`src/rtl/fp_div_normalize_pkg.sv`:
```
// Shared types and exponent helpers for the divide-path normalize/round stage.
// Optional feature macro: FP_DIV_RNE_EN (round to nearest even; truncate when undefined).
package fpu_div_pkg;

   typedef struct packed {
      logic dz;
      logic overflow;
      logic underflow;
      logic inexact;
   } fp_flags_t;

   function automatic int exp_bias(input int exp_w);
      return (1 << (exp_w - 1)) - 1;
   endfunction

   function automatic int exp_ones(input int exp_w);
      return (1 << exp_w) - 1;
   endfunction

endpackage

```
`src/rtl/fp_div_normalize_if.sv`:
```
// Handshake bundle between the mantissa divider array, the normalize stage and its consumer.
// Optional feature macro: FP_DIV_RNE_EN (no effect on this interface).
interface fp_div_normalize_if #(
   parameter int FRAC_W = 3,
   parameter int EXP_W  = 4
);
   localparam int Q_W = FRAC_W + 3;

   logic                    in_valid;
   logic                    in_ready;
   logic [Q_W-1:0]          in_quot;
   logic                    in_rem_nz;
   logic signed [EXP_W+1:0] in_exp;
   logic                    in_sign;
   logic                    in_zero;
   logic                    in_dz;

   logic                    out_valid;
   logic                    out_ready;
   logic                    out_sign;
   logic [EXP_W-1:0]        out_exp;
   logic [FRAC_W-1:0]       out_frac;
   logic [3:0]              out_flags;

   modport master (
      output in_valid, in_quot, in_rem_nz, in_exp, in_sign, in_zero, in_dz,
      input  in_ready,
      input  out_valid, out_sign, out_exp, out_frac, out_flags,
      output out_ready
   );

   modport slave (
      input  in_valid, in_quot, in_rem_nz, in_exp, in_sign, in_zero, in_dz,
      output in_ready,
      output out_valid, out_sign, out_exp, out_frac, out_flags,
      input  out_ready
   );

endinterface

```
`src/rtl/fp_div_normalize_round.sv`:
```
// Combinational rounder: fraction (hidden bit implicit), guard, sticky -> rounded fraction, carry, inexact.
// Optional feature macro: FP_DIV_RNE_EN selects round-to-nearest-even; otherwise truncates.
module fp_div_round #(
   parameter int FRAC_W = 3
) (
   input  logic [FRAC_W-1:0] frac_i,
   input  logic              guard_i,
   input  logic              sticky_i,
   output logic [FRAC_W-1:0] frac_o,
   output logic              carry_o,
   output logic              inexact_o
);

   assign inexact_o = guard_i | sticky_i;

`ifdef FP_DIV_RNE_EN
   logic round_up;

   assign round_up = guard_i & (sticky_i | frac_i[0]);
   // Hidden bit is always 1, so a carry out of the fraction means 1.11..1 rounded to 10.00..0.
   assign {carry_o, frac_o} = {1'b0, frac_i} + (FRAC_W + 1)'(round_up);
`else
   assign frac_o  = frac_i;
   assign carry_o = 1'b0;
`endif

endmodule

```
`src/rtl/fp_div_normalize.sv`:
```
// Two-stage post-divide normalize (stage 1) and round/pack (stage 2) with valid/ready on both sides.
// Optional feature macro: FP_DIV_RNE_EN (round to nearest even; truncate when undefined).
module fp_div_normalize
   import fpu_div_pkg::*;
#(
   parameter int FRAC_W = 3,
   parameter int EXP_W  = 4
) (
   input  logic               clk,
   input  logic               rst_n,
   fp_div_normalize_if.slave  bus_io
);

   localparam int Q_W = FRAC_W + 3;
   localparam int E_W = EXP_W + 2;
   localparam logic signed [E_W-1:0] E_OVF = E_W'(exp_ones(EXP_W));

   // Hidden bit is dropped after normalization: it is 1 for every legal quotient.
   typedef struct packed {
      logic                  sign;
      logic signed [E_W-1:0] e;
      logic [FRAC_W-1:0]     frac;
      logic                  guard;
      logic                  sticky;
      logic                  zero;
      logic                  dz;
   } s1_payload_t;

   s1_payload_t          s1_d, s1_q;
   logic                 s1_valid_q;

   logic                 out_valid_q;
   logic                 out_sign_q;
   logic [EXP_W-1:0]     out_exp_d,  out_exp_q;
   logic [FRAC_W-1:0]    out_frac_d, out_frac_q;
   fp_flags_t            out_flags_d, out_flags_q;

   logic                 s2_open;
   logic                 s1_open;

   logic [FRAC_W-1:0]    rnd_frac;
   logic                 rnd_carry;
   logic                 rnd_inexact;
   logic signed [E_W-1:0] e_rnd;
   logic                 exp_ovf;
   logic                 exp_unf;

   assign s2_open        = !out_valid_q || bus_io.out_ready;
   assign s1_open        = !s1_valid_q || s2_open;
   assign bus_io.in_ready = s1_open;

   always_comb begin
      s1_d        = '0;
      s1_d.sign   = bus_io.in_sign;
      s1_d.zero   = bus_io.in_zero;
      s1_d.dz     = bus_io.in_dz;
      if (bus_io.in_quot[Q_W-1]) begin
         s1_d.frac   = bus_io.in_quot[Q_W-2:2];
         s1_d.guard  = bus_io.in_quot[1];
         s1_d.sticky = bus_io.in_quot[0] | bus_io.in_rem_nz;
         s1_d.e      = bus_io.in_exp;
      end else begin
         s1_d.frac   = bus_io.in_quot[Q_W-3:1];
         s1_d.guard  = bus_io.in_quot[0];
         s1_d.sticky = bus_io.in_rem_nz;
         s1_d.e      = E_W'(bus_io.in_exp - 1);
      end
   end

   fp_div_round #(
      .FRAC_W (FRAC_W)
   ) u_round (
      .frac_i    (s1_q.frac),
      .guard_i   (s1_q.guard),
      .sticky_i  (s1_q.sticky),
      .frac_o    (rnd_frac),
      .carry_o   (rnd_carry),
      .inexact_o (rnd_inexact)
   );

   assign e_rnd   = s1_q.e + E_W'(rnd_carry);
   assign exp_ovf = !e_rnd[E_W-1] && (e_rnd >= E_OVF);
   assign exp_unf = e_rnd[E_W-1] || (e_rnd == '0);

   always_comb begin
      out_exp_d   = '0;
      out_frac_d  = '0;
      out_flags_d = '0;
      if (s1_q.dz) begin
         out_exp_d      = '1;
         out_flags_d.dz = 1'b1;
      end else if (s1_q.zero) begin
         out_exp_d = '0;
      end else if (exp_ovf) begin
         out_exp_d            = '1;
         out_flags_d.overflow = 1'b1;
         out_flags_d.inexact  = 1'b1;
      end else if (exp_unf) begin
         out_flags_d.underflow = 1'b1;
         out_flags_d.inexact   = 1'b1;
      end else begin
         out_exp_d           = e_rnd[EXP_W-1:0];
         out_frac_d          = rnd_frac;
         out_flags_d.inexact = rnd_inexact;
      end
   end

   always_ff @(posedge clk or negedge rst_n) begin
      if (!rst_n) begin
         s1_valid_q  <= 1'b0;
         s1_q        <= '0;
         out_valid_q <= 1'b0;
         out_sign_q  <= 1'b0;
         out_exp_q   <= '0;
         out_frac_q  <= '0;
         out_flags_q <= '0;
      end else begin
         if (s1_open) begin
            s1_valid_q <= bus_io.in_valid;
         end
         if (s1_open && bus_io.in_valid) begin
            s1_q <= s1_d;
         end
         if (s2_open) begin
            out_valid_q <= s1_valid_q;
         end
         if (s2_open && s1_valid_q) begin
            out_sign_q  <= s1_q.sign;
            out_exp_q   <= out_exp_d;
            out_frac_q  <= out_frac_d;
            out_flags_q <= out_flags_d;
         end
      end
   end

   assign bus_io.out_valid = out_valid_q;
   assign bus_io.out_sign  = out_sign_q;
   assign bus_io.out_exp   = out_exp_q;
   assign bus_io.out_frac  = out_frac_q;
   assign bus_io.out_flags = out_flags_q;

endmodule

```
`src/flat_wrapper.sv`:
```
// flat-port wrapper written by rule: the top's interface ports become plain ports
module fp_div_normalize_flat import fpu_div_pkg::*;
#(
   parameter int FRAC_W = 3,
   parameter int EXP_W  = 4
)
  (clk, rst_n, bus_io_in_valid, bus_io_in_quot, bus_io_in_rem_nz, bus_io_in_exp, bus_io_in_sign, bus_io_in_zero, bus_io_in_dz, bus_io_in_ready, bus_io_out_valid, bus_io_out_sign, bus_io_out_exp, bus_io_out_frac, bus_io_out_flags, bus_io_out_ready);
  fp_div_normalize_if #(.FRAC_W(FRAC_W), .EXP_W(EXP_W)) bus_io_i ();
  input  logic clk;
  input  logic rst_n;
  input wire logic [$bits(bus_io_i.in_valid)-1:0] bus_io_in_valid;
  input wire logic [$bits(bus_io_i.in_quot)-1:0] bus_io_in_quot;
  input wire logic [$bits(bus_io_i.in_rem_nz)-1:0] bus_io_in_rem_nz;
  input wire logic [$bits(bus_io_i.in_exp)-1:0] bus_io_in_exp;
  input wire logic [$bits(bus_io_i.in_sign)-1:0] bus_io_in_sign;
  input wire logic [$bits(bus_io_i.in_zero)-1:0] bus_io_in_zero;
  input wire logic [$bits(bus_io_i.in_dz)-1:0] bus_io_in_dz;
  output wire logic [$bits(bus_io_i.in_ready)-1:0] bus_io_in_ready;
  output wire logic [$bits(bus_io_i.out_valid)-1:0] bus_io_out_valid;
  output wire logic [$bits(bus_io_i.out_sign)-1:0] bus_io_out_sign;
  output wire logic [$bits(bus_io_i.out_exp)-1:0] bus_io_out_exp;
  output wire logic [$bits(bus_io_i.out_frac)-1:0] bus_io_out_frac;
  output wire logic [$bits(bus_io_i.out_flags)-1:0] bus_io_out_flags;
  input wire logic [$bits(bus_io_i.out_ready)-1:0] bus_io_out_ready;
  assign bus_io_i.in_valid = bus_io_in_valid;
  assign bus_io_i.in_quot = bus_io_in_quot;
  assign bus_io_i.in_rem_nz = bus_io_in_rem_nz;
  assign bus_io_i.in_exp = bus_io_in_exp;
  assign bus_io_i.in_sign = bus_io_in_sign;
  assign bus_io_i.in_zero = bus_io_in_zero;
  assign bus_io_i.in_dz = bus_io_in_dz;
  assign bus_io_in_ready = bus_io_i.in_ready;
  assign bus_io_out_valid = bus_io_i.out_valid;
  assign bus_io_out_sign = bus_io_i.out_sign;
  assign bus_io_out_exp = bus_io_i.out_exp;
  assign bus_io_out_frac = bus_io_i.out_frac;
  assign bus_io_out_flags = bus_io_i.out_flags;
  assign bus_io_i.out_ready = bus_io_out_ready;
  fp_div_normalize #(.FRAC_W(FRAC_W), .EXP_W(EXP_W)) u_core (.clk(clk), .rst_n(rst_n), .bus_io(bus_io_i));
endmodule
```
`config.mk`:
```
export PLATFORM = sky130hd
export DESIGN_NAME = fp_div_normalize_flat
export DESIGN_NICKNAME = d
export VERILOG_FILES = /design/src/rtl/fp_div_normalize_pkg.sv /design/src/rtl/fp_div_normalize_if.sv /design/src/rtl/fp_div_normalize_round.sv /design/src/rtl/fp_div_normalize.sv /design/src/flat_wrapper.sv
export SDC_FILE = /design/constraint.sdc
export NUM_CORES = 1
export LEC_CHECK = 0
export ABC_AREA = 1
export CELL_PAD_IN_SITES_DETAIL_PLACEMENT = 0
export CELL_PAD_IN_SITES_GLOBAL_PLACEMENT = 1
export CORE_UTILIZATION = 25
export CTS_CLUSTER_SIZE = 16
export DETAILED_ROUTE_END_ITERATION = 8
export PLACE_DENSITY = 0.53
export REMOVE_ABC_BUFFERS = 1
export SYNTH_ARGS = -nofsm -noshare
export SYNTH_HDL_FRONTEND = slang
export SYNTH_SLANG_ARGS = --single-unit
```
`constraint.sdc`:
```
create_clock -name clk -period 1.6 [get_ports clk]
set_clock_uncertainty 0.15 [all_clocks]
set_input_delay 0.16 -clock clk [delete_from_list [all_inputs] [get_ports clk]]
set_output_delay 0.16 -clock clk [all_outputs]
set_load 0.05 [all_outputs]
```
Yosys cells after proc, flatten, opt, wreduce, memory -nomap -nowiden
Index checks and enable logic that the tools add are counted.
- register bits after elaboration: 28
- memories kept: 0
- ROM bits: 0
- output and inout bits: 14
- bits in latches: 0
- memory bits (writable): 0
- bitwise operators: 2
- magnitude comparators: 1
- $add $sub $neg: 1
- multipliers: 0
- equality and inequality tests: 0
- shifts and indexed selects: 0
- multiplexer cells: 17
- divide/modulo/power cells: 0
- reduce and logical (&&, ||, !) cells: 10
- operators with widths (cell ; count):
    3-bit 2-to-1 mux ; 6
    4-bit 2-to-1 mux ; 4
    11-bit 2-to-1 mux ; 1
    6-bit by 5-bit greater-or-equal comparator with 1-bit output, second input constant ; 1
    6-bit logical NOT ; 1
    1-bit 2-to-1 mux ; 6
    6-bit by 2-bit subtractor with 6-bit output, second input constant ; 1
    1-bit logical AND ; 3
    1-bit logical NOT ; 3
    1-bit logical OR ; 3
    1-bit OR ; 2

Longest topological paths before layout
Gate-level depths: netlist of the first run.
- depth after elaboration: 6
- depth in mapped cells: 8
- depth with buffers taken out: 8

By module
From an unflattened synthesis of the first run, not the netlist that was laid out.
- cell total of the unflattened synthesis: 193
- area total of the unflattened synthesis: 1514.0 um^2
- by module, submodules not included (module ; cells each ; area each (um^2) ; seq. area each (um^2) ; instances):
    fp_div_normalize ; 185 ; 1468.9 ; 700.7 ; 1
    fp_div_round ; 8 ; 45.0 ; 0.0 ; 1

Least setup slack after synthesis of the first run
OpenSTA, ideal clock, no wires.
- path kind: reg-to-reg
- start: reg u_core.out_valid_q, in the netlist u_core.bus_io.out_valid
- end: reg u_core.s1_q[4] (netlist bit)
- required time: 1321 ps
- slack: -153 ps
- buffers on the path: 1
- stages on the path, launching flop included: 7
- setup time: 129 ps
- arrival: 1474 ps
- clock period less this slack: 1753 ps
- cells stage by stage: dfrtp_1 > nand3_4 > nand2_4 > inv_4 > buf_6 > nor2_2 > a31oi_2
- word-level cells in the longest chain between the ends: 4
- RTL lines (item ; RTL line ; text):
    start, declared ; fp_div_normalize.sv:32 ; logic out_valid_q;
    start signal, assigned ; fp_div_normalize.sv:125 ; out_valid_q <= s1_valid_q;
    1-bit logical NOT ; fp_div_normalize.sv:48 ; assign s2_open = !out_valid_q || bus_io.out_ready;
    1-bit logical OR ; fp_div_normalize.sv:48 ;
    1-bit logical OR ; fp_div_normalize.sv:49 ; assign s1_open = !s1_valid_q || s2_open;
    via bus_io_in_ready ; flat_wrapper.sv:18 ; output wire logic [$bits(bus_io_i.in_ready)-1:0] bus_io_in_ready;
    1-bit logical AND ; fp_div_normalize.sv:121 ; if (s1_open && bus_io.in_valid) begin
    end signal, assigned ; fp_div_normalize.sv:111 ; s1_q <= '0;
    end signal, assigned ; fp_div_normalize.sv:122 ; s1_q <= s1_d;
    end, declared ; fp_div_normalize.sv:29 ; s1_payload_t s1_d, s1_q;
The timed path passes the listed nets, and every way through them passes these cells.
A chain may end at the register's enable or synchronous reset.

Worst setup path in the final report of the first run
- start: reg u_core.out_valid_q, in the netlist u_core.bus_io.out_valid
- end: out bus_io_in_ready
- word-level cells in the longest chain between the ends: 3
- RTL lines (item ; RTL line):
    1-bit logical NOT ; fp_div_normalize.sv:48
    1-bit logical OR ; fp_div_normalize.sv:48
    1-bit logical OR ; fp_div_normalize.sv:49
    end, declared ; flat_wrapper.sv:18
No other way between the ends.

==> impl_metrics.ini, run 1 <==
[critical_path]
arrival_ns = 1.09
r2r_start = u_core.bus_io.out_valid$_DFFE_PN0P_
path_class = reg2out
r2r-end = u_core.bus_io.out_frac[1]$_DFFE_PN0P_
rrSetupSlack_ns = 0.24
worst-path-max-fanout = 4
required_ns = 1.29
critPathCapture = bus_io_in_ready
startpoint = u_core.bus_io.out_valid$_DFFE_PN0P_
end_kind = output port
cp-start-kind = register
reg2regPathDepth = 7

[flow_run]
cap_viol_max_count = 0

[placed_design]
io_buffers = 33
hpwl_um = 2490
dp_slack_ns = -0.0599
place_congestion = 0.718
dp_cells = 285

[pwr]
p_per_area_nw_per_um2 = 1160
p_leak_nw = 0.969
ir_drop_uv = 458

[routing]
drc = 0
wirelength_um = 3100
vias = 1185
drt-wirelength-per-cell_um = 10.7
ant_nets = 0
drt-initial-drc-count = 78
drt_first_pass_iters = 4
vias_per_cell = 4.10

[clock_tree]
clkSlewWorstSetupHoldPaths_ns = 0.09
cts_made_buffers = 3
insertion_delay_ns = 0.27
cts_buffer_depth = 2
cts_hold_buf = 0
cts-resized-gates = 0
numClockSinks = 28
htreeDepth = 1
cts_tree = done
cts_root_buf = clkbuf_8
cts_setup_buffers = 0

[status]
outcome = finished clean

[floorplan]
die_w_um = 79.3
ioPinCount = 34
std_cell_rows = 27
core_area_um2 = 5640
dieArea_um2 = 6280
start_util_pct = 26.5
die_y_um = 79.3

[timing]
hold_viol = 0
rsz0062_at_grt = false
timing.hold.ws_ns = 0.101
setup_viol = 0
worst_pin_slew_ns = 0.359
slew_headroom_pct = 76.1
maxSlewViolCount = 0
finalCriticalPeriod_ns = 1.40
fin_crit_sh_pct = 87.4
max_freq_ghz = 0.715
layout_setup_ws_ns = 0.201

[synth]
yosysSeqAreaShare_pct = 46.9
syn_inst = 175
postSynthAreaPerCell_um2 = 8.53
yosys_warnings = 0
yosys_register_bits = 28
netlist_area_um2 = 1490
synth.distinct_cells = 25

[layout]
fin_cells = 289
nNetsFinal = 239
n_antenna_cell = 0
layout_commonest_cell = nand2_1
final_util_pct = 35.6
final_cell_mix = nand2_1 (62), dfrtp_1 (28), clkdlybuf4s50_1 (19), buf_4 (19), inv_1 (18)
final_layout_size_suffix_gt1_share_pct = 25.3
syn_to_final_growth_pct = 34.4

[grt]
grt_pass1_wl_um = 5490
antenna_found_initial = 0
grt_pass1_vias = 1174
grt_usage_pct = 11.1
grt_max_degree = 29
grt-ovfl-total = 0

[min_path]
hp-class = in2async
[report_power, final]
group	internal [W]	switching (W)
logic	0.000336	0.000601
registers	0.000847	0.000105
clock network	0.000220	0.000217
[cells by family (layout without fill, tap and decap cells)]
group | count (synthesis) | after routing | share of synthesized area [%]
AOI/OAI and AO/OA | 25 | 25 | 13.2
xor gates and xnor gates | 2 | 2 | 1.17
adders and majority gates | 1 | 1 | 0.838
buffers and inverters | 24 | 66 | 8.21
DFF | 28 | 28 | 46.9
and+or+nand+nor | 95 | 95 | 29.7
[state kept, by name, indices dropped and copies added, names as in the netlist]
signal and cells:
u_core.bus_io.out_flags 4, u_core.bus_io.out_valid 1, u_core.bus_io.out_exp 4, u_core.s1_q 14
u_core.bus_io.out_frac 3, u_core.s1_valid_q 1, u_core.bus_io.out_sign 1
[how the worst min path moves through the flow]
stage / cells after the start / slack (ns) / to
floorplan: 0 / -0.29 / u_core.bus_io.out_exp[0]$_DFFE_PN0P_
global placement: 2 / 0.32 / u_core.bus_io.out_flags[3]$_DFFE_PN0P_
global route: 2 / 0.14 / u_core.bus_io.out_exp[0]$_DFFE_PN0P_
detailed placement: 2 / 0.32 / u_core.bus_io.out_frac[1]$_DFFE_PN0P_
CTS: 2 / 0.11 / u_core.bus_io.out_sign$_DFFE_PN0P_
finish: 2 / 0.10 / u_core.bus_io.out_sign$_DFFE_PN0P_
[cells in the mapped netlist]
master / instances / area [µm²]
nor2_2: 4 / 25.0
a31oi_2: 4 / 50.1
nand4_1: 2 / 12.5
dfrtp_1: 28 / 701
inv_4: 1 / 6.26
o211ai_2: 1 / 12.5
nand3_4: 1 / 17.5
nand2_4: 1 / 11.3
nand2_1: 62 / 233
buf_6: 4 / 45.0
inv_1: 18 / 67.6
nand3_2: 2 / 20.0
a21oi_1: 2 / 10.0
xor2_1: 2 / 17.5
o21ai_0: 3 / 15.0
a21oi_2: 1 / 8.76
o21ai_2: 6 / 52.6
o211ai_1: 3 / 22.5
nand3_1: 6 / 30.0
o21ai_1: 5 / 25.0
nor2_4: 3 / 33.8
nor2_1: 11 / 41.3
nand2_2: 3 / 18.8
ha_1: 1 / 12.5
inv_2: 1 / 3.75
[metrics by stage]
stage	TNS (ns)	instance area, µm²	total power (W)
after floorplan	-1.25	1450	0.00156
after global placement	-0.0356	1950	0.00191
after detailed placement	-0.0763	1950	0.00192
after CTS	0	2010	0.00236
after global routing	0	2010	0.00248
final	0	2010	0.00233
[worst max-delay path: stages (launching register included)]
cell,delay [ns]
dfrtp_1,0.49
nand3_4,0.15
buf_12,0.17
[final cells by class]
cell class                 instances  area, µm²
timing repair buffer              42        413
inverter                          20       77.6
sequential                        28        701
tap                               72       90.1
fill                             577       3640
multi-input combinational        123        669
clock buffer                       4       55.1
[per-layer routing]
metal / track usage (%) / part of all wire (%) / up-vias
met5: 0 / 0 / -
met4: 3.82 / 1.1 / 0
met3: 1.15 / 3.6 / 4
met2: 18.5 / 48 / 28
met1: 15.0 / 48 / 515
li1: - / - / 638
No activity file was read; power rests on OpenSTA's default activity.
==> inputs of run 2 (changes only) <==
--- a/config.mk
+++ b/config.mk
@@ -8,10 +8,10 @@
 export ABC_AREA = 1
 export CELL_PAD_IN_SITES_DETAIL_PLACEMENT = 0
 export CELL_PAD_IN_SITES_GLOBAL_PLACEMENT = 1
-export CORE_UTILIZATION = 25
+export CORE_UTILIZATION = 36
 export CTS_CLUSTER_SIZE = 16
 export DETAILED_ROUTE_END_ITERATION = 8
-export PLACE_DENSITY = 0.53
+export PLACE_DENSITY = 0.74
 export REMOVE_ABC_BUFFERS = 1
 export SYNTH_ARGS = -nofsm -noshare
 export SYNTH_HDL_FRONTEND = slang
==> run 2 against run 1 <==
  * Combinational power about the same
  * Register-to-register slack about the same
  * Final area down 1.7%
  * Via count up 5.5%
  * Clock power down 14%
  * First-iteration DRC count down 23%
  * Hold slack better by 0.0090 ns
  * Sequential cell count unchanged
  * Non-clock buffer count up 1
  * Highest routed layer unchanged
  * Sequential power about the same
  * Critical path depth unchanged
==> impl_metrics.ini, run 2 (synthesis gave the netlist of run 1 again) <==
[status]
outcome = finished clean

[placed_design]
hpwl_um = 2450
place_congestion = 0.749
io_buffers = 33
dp_cells = 264

[clock_tree]
htreeDepth = 1
numClockSinks = 28
cts_hold_buf = 0
cts_made_buffers = 3
cts_setup_buffers = 0
cts_tree = done
cts-resized-gates = 0
insertion_delay_ns = 0.27
cts_root_buf = clkbuf_8
cts_buffer_depth = 2
clkSlewWorstSetupHoldPaths_ns = 0.09

[grt]
grt_pass1_vias = 1271
antenna_found_initial = 0
grt_usage_pct = 16.0
grt-ovfl-total = 0
grt_max_degree = 29
grt_pass1_wl_um = 5390

[critical_path]
end_kind = output port
rrSetupSlack_ns = 0.24
r2r-end = u_core.bus_io.out_frac[1]$_DFFE_PN0P_
r2r_start = u_core.bus_io.out_valid$_DFFE_PN0P_
arrival_ns = 1.07
path_class = reg2out
cp-start-kind = register
worst-path-max-fanout = 4
required_ns = 1.29
reg2regPathDepth = 7

[min_path]
hp-class = in2async

[layout]
nNetsFinal = 240
syn_to_final_growth_pct = 32.1
n_antenna_cell = 0
top_register = u_core.s1_q
largest_reg_flops = 14
layout_commonest_cell = nand2_1
final_util_pct = 49.3
final_layout_size_suffix_gt1_share_pct = 25.3
final_cell_mix = nand2_1 (62), dfrtp_1 (28), buf_4 (20), clkdlybuf4s50_1 (19), inv_1 (18)
fin_cells = 267

[flow_run]
cap_viol_max_count = 0

[timing]
fin_crit_sh_pct = 86.5
finalCriticalPeriod_ns = 1.38
worst_pin_slew_ns = 0.362
slew_headroom_pct = 75.9
setup_viol = 0
maxSlewViolCount = 0
max_freq_ghz = 0.723
rsz0062_at_grt = false
hold_viol = 0

[floorplan]
core_area_um2 = 4000
die_y_um = 66.4
die_w_um = 66.4
ioPinCount = 34
dieArea_um2 = 4410
std_cell_rows = 23
start_util_pct = 37.3

[routing]
drc = 0
vias = 1250
wirelength_um = 3060
drt-wirelength-per-cell_um = 11.5
ant_nets = 0
vias_per_cell = 4.68
drt_first_pass_iters = 6
drt-initial-drc-count = 60

[pwr]
power_switching_w = 0.000913
swShare_pct = 40.3
pwr-share-clk_pct = 16.5
ir_drop_uv = 346
comb_power_share_pct = 41.3
p_leak_nw = 0.967
p_per_area_nw_per_um2 = 1150
power.internal_w = 0.00135
p_seq_share_pct = 42.2
run 2: changes by cell type in the layout (fill, tap and decap cells not counted):
cell,previous run,this run
buf_4,19,20
clkbuf_8,4,3
run 2: stage by stage:
stage / hold WS (ns) / setup TNS [ns] / total power (W) / setup WS (ns) / cell area, µm²
after floorplan: -0.286 / -1.25 / 0.00156 / -0.129 / 1450
after global placement: 0.317 / 0 / 0.00190 / 0.0296 / 1930
after detailed placement: 0.325 / 0 / 0.00192 / 0.0170 / 1930
after CTS: 0.121 / 0 / 0.00230 / 0.196 / 1970
after global routing: 0.135 / 0 / 0.00242 / 0.0869 / 1970
final: 0.110 / 0 / 0.00227 / 0.216 / 1970
run 2: worst max-delay path by stage:
stage / from / to / slack [ns]
after floorplan: u_core.bus_io.out_valid$_DFFE_PN0P_ / u_core.s1_q[3]$_DFFE_PN0P_ / -0.13
after global placement: bus_io_in_quot[5] / u_core.s1_q[8]$_DFFE_PN0P_ / 0.03
after detailed placement: bus_io_in_exp[1] / u_core.s1_q[11]$_DFFE_PN0P_ / 0.02
after CTS: u_core.bus_io.out_valid$_DFFE_PN0P_ / bus_io_in_ready / 0.20
after global routing: u_core.bus_io.out_valid$_DFFE_PN0P_ / u_core.bus_io.out_frac[1]$_DFFE_PN0P_ / 0.09
final: u_core.bus_io.out_valid$_DFFE_PN0P_ / bus_io_in_ready / 0.22
run 2: power by group through the flow:
stage	sequential (W)	clock, W	combinational (W)
finish	0.000955	0.000374	0.000936
global route	0.000976	0.000420	0.00102
CTS	0.000959	0.000390	0.000950
detailed placement	0.000972	0	0.000947
global placement	0.000965	0	0.000930
floorplan	0.00124	0	0.000319
run 2: layout make-up:
| cell class | instances | area, µm² |
|---|---|---|
| Inverter | 20 | 77.6 |
| Fill cell | 386 | 2030 |
| Timing Repair Buffer | 43 | 420 |
| Multi-Input combinational cell | 123 | 669 |
| Tap cell | 50 | 62.6 |
| Clock buffer | 3 | 41.3 |
| Sequential cell | 28 | 701 |
run 2: worst max-delay path, cell delays in order, from the launching register on:
cell     delay, ns
dfrtp_1       0.49
nand3_4       0.14
buf_12        0.17
run 2: routing by layer:
metal  up-vias  share of wire (%)  GRT usage, %
met4         0               0.82          5.59
li1        640                  -             -
met3         2                2.8          2.07
met1       584                 44          18.6
met5         -                  0             0
met2        24                 52          29.6
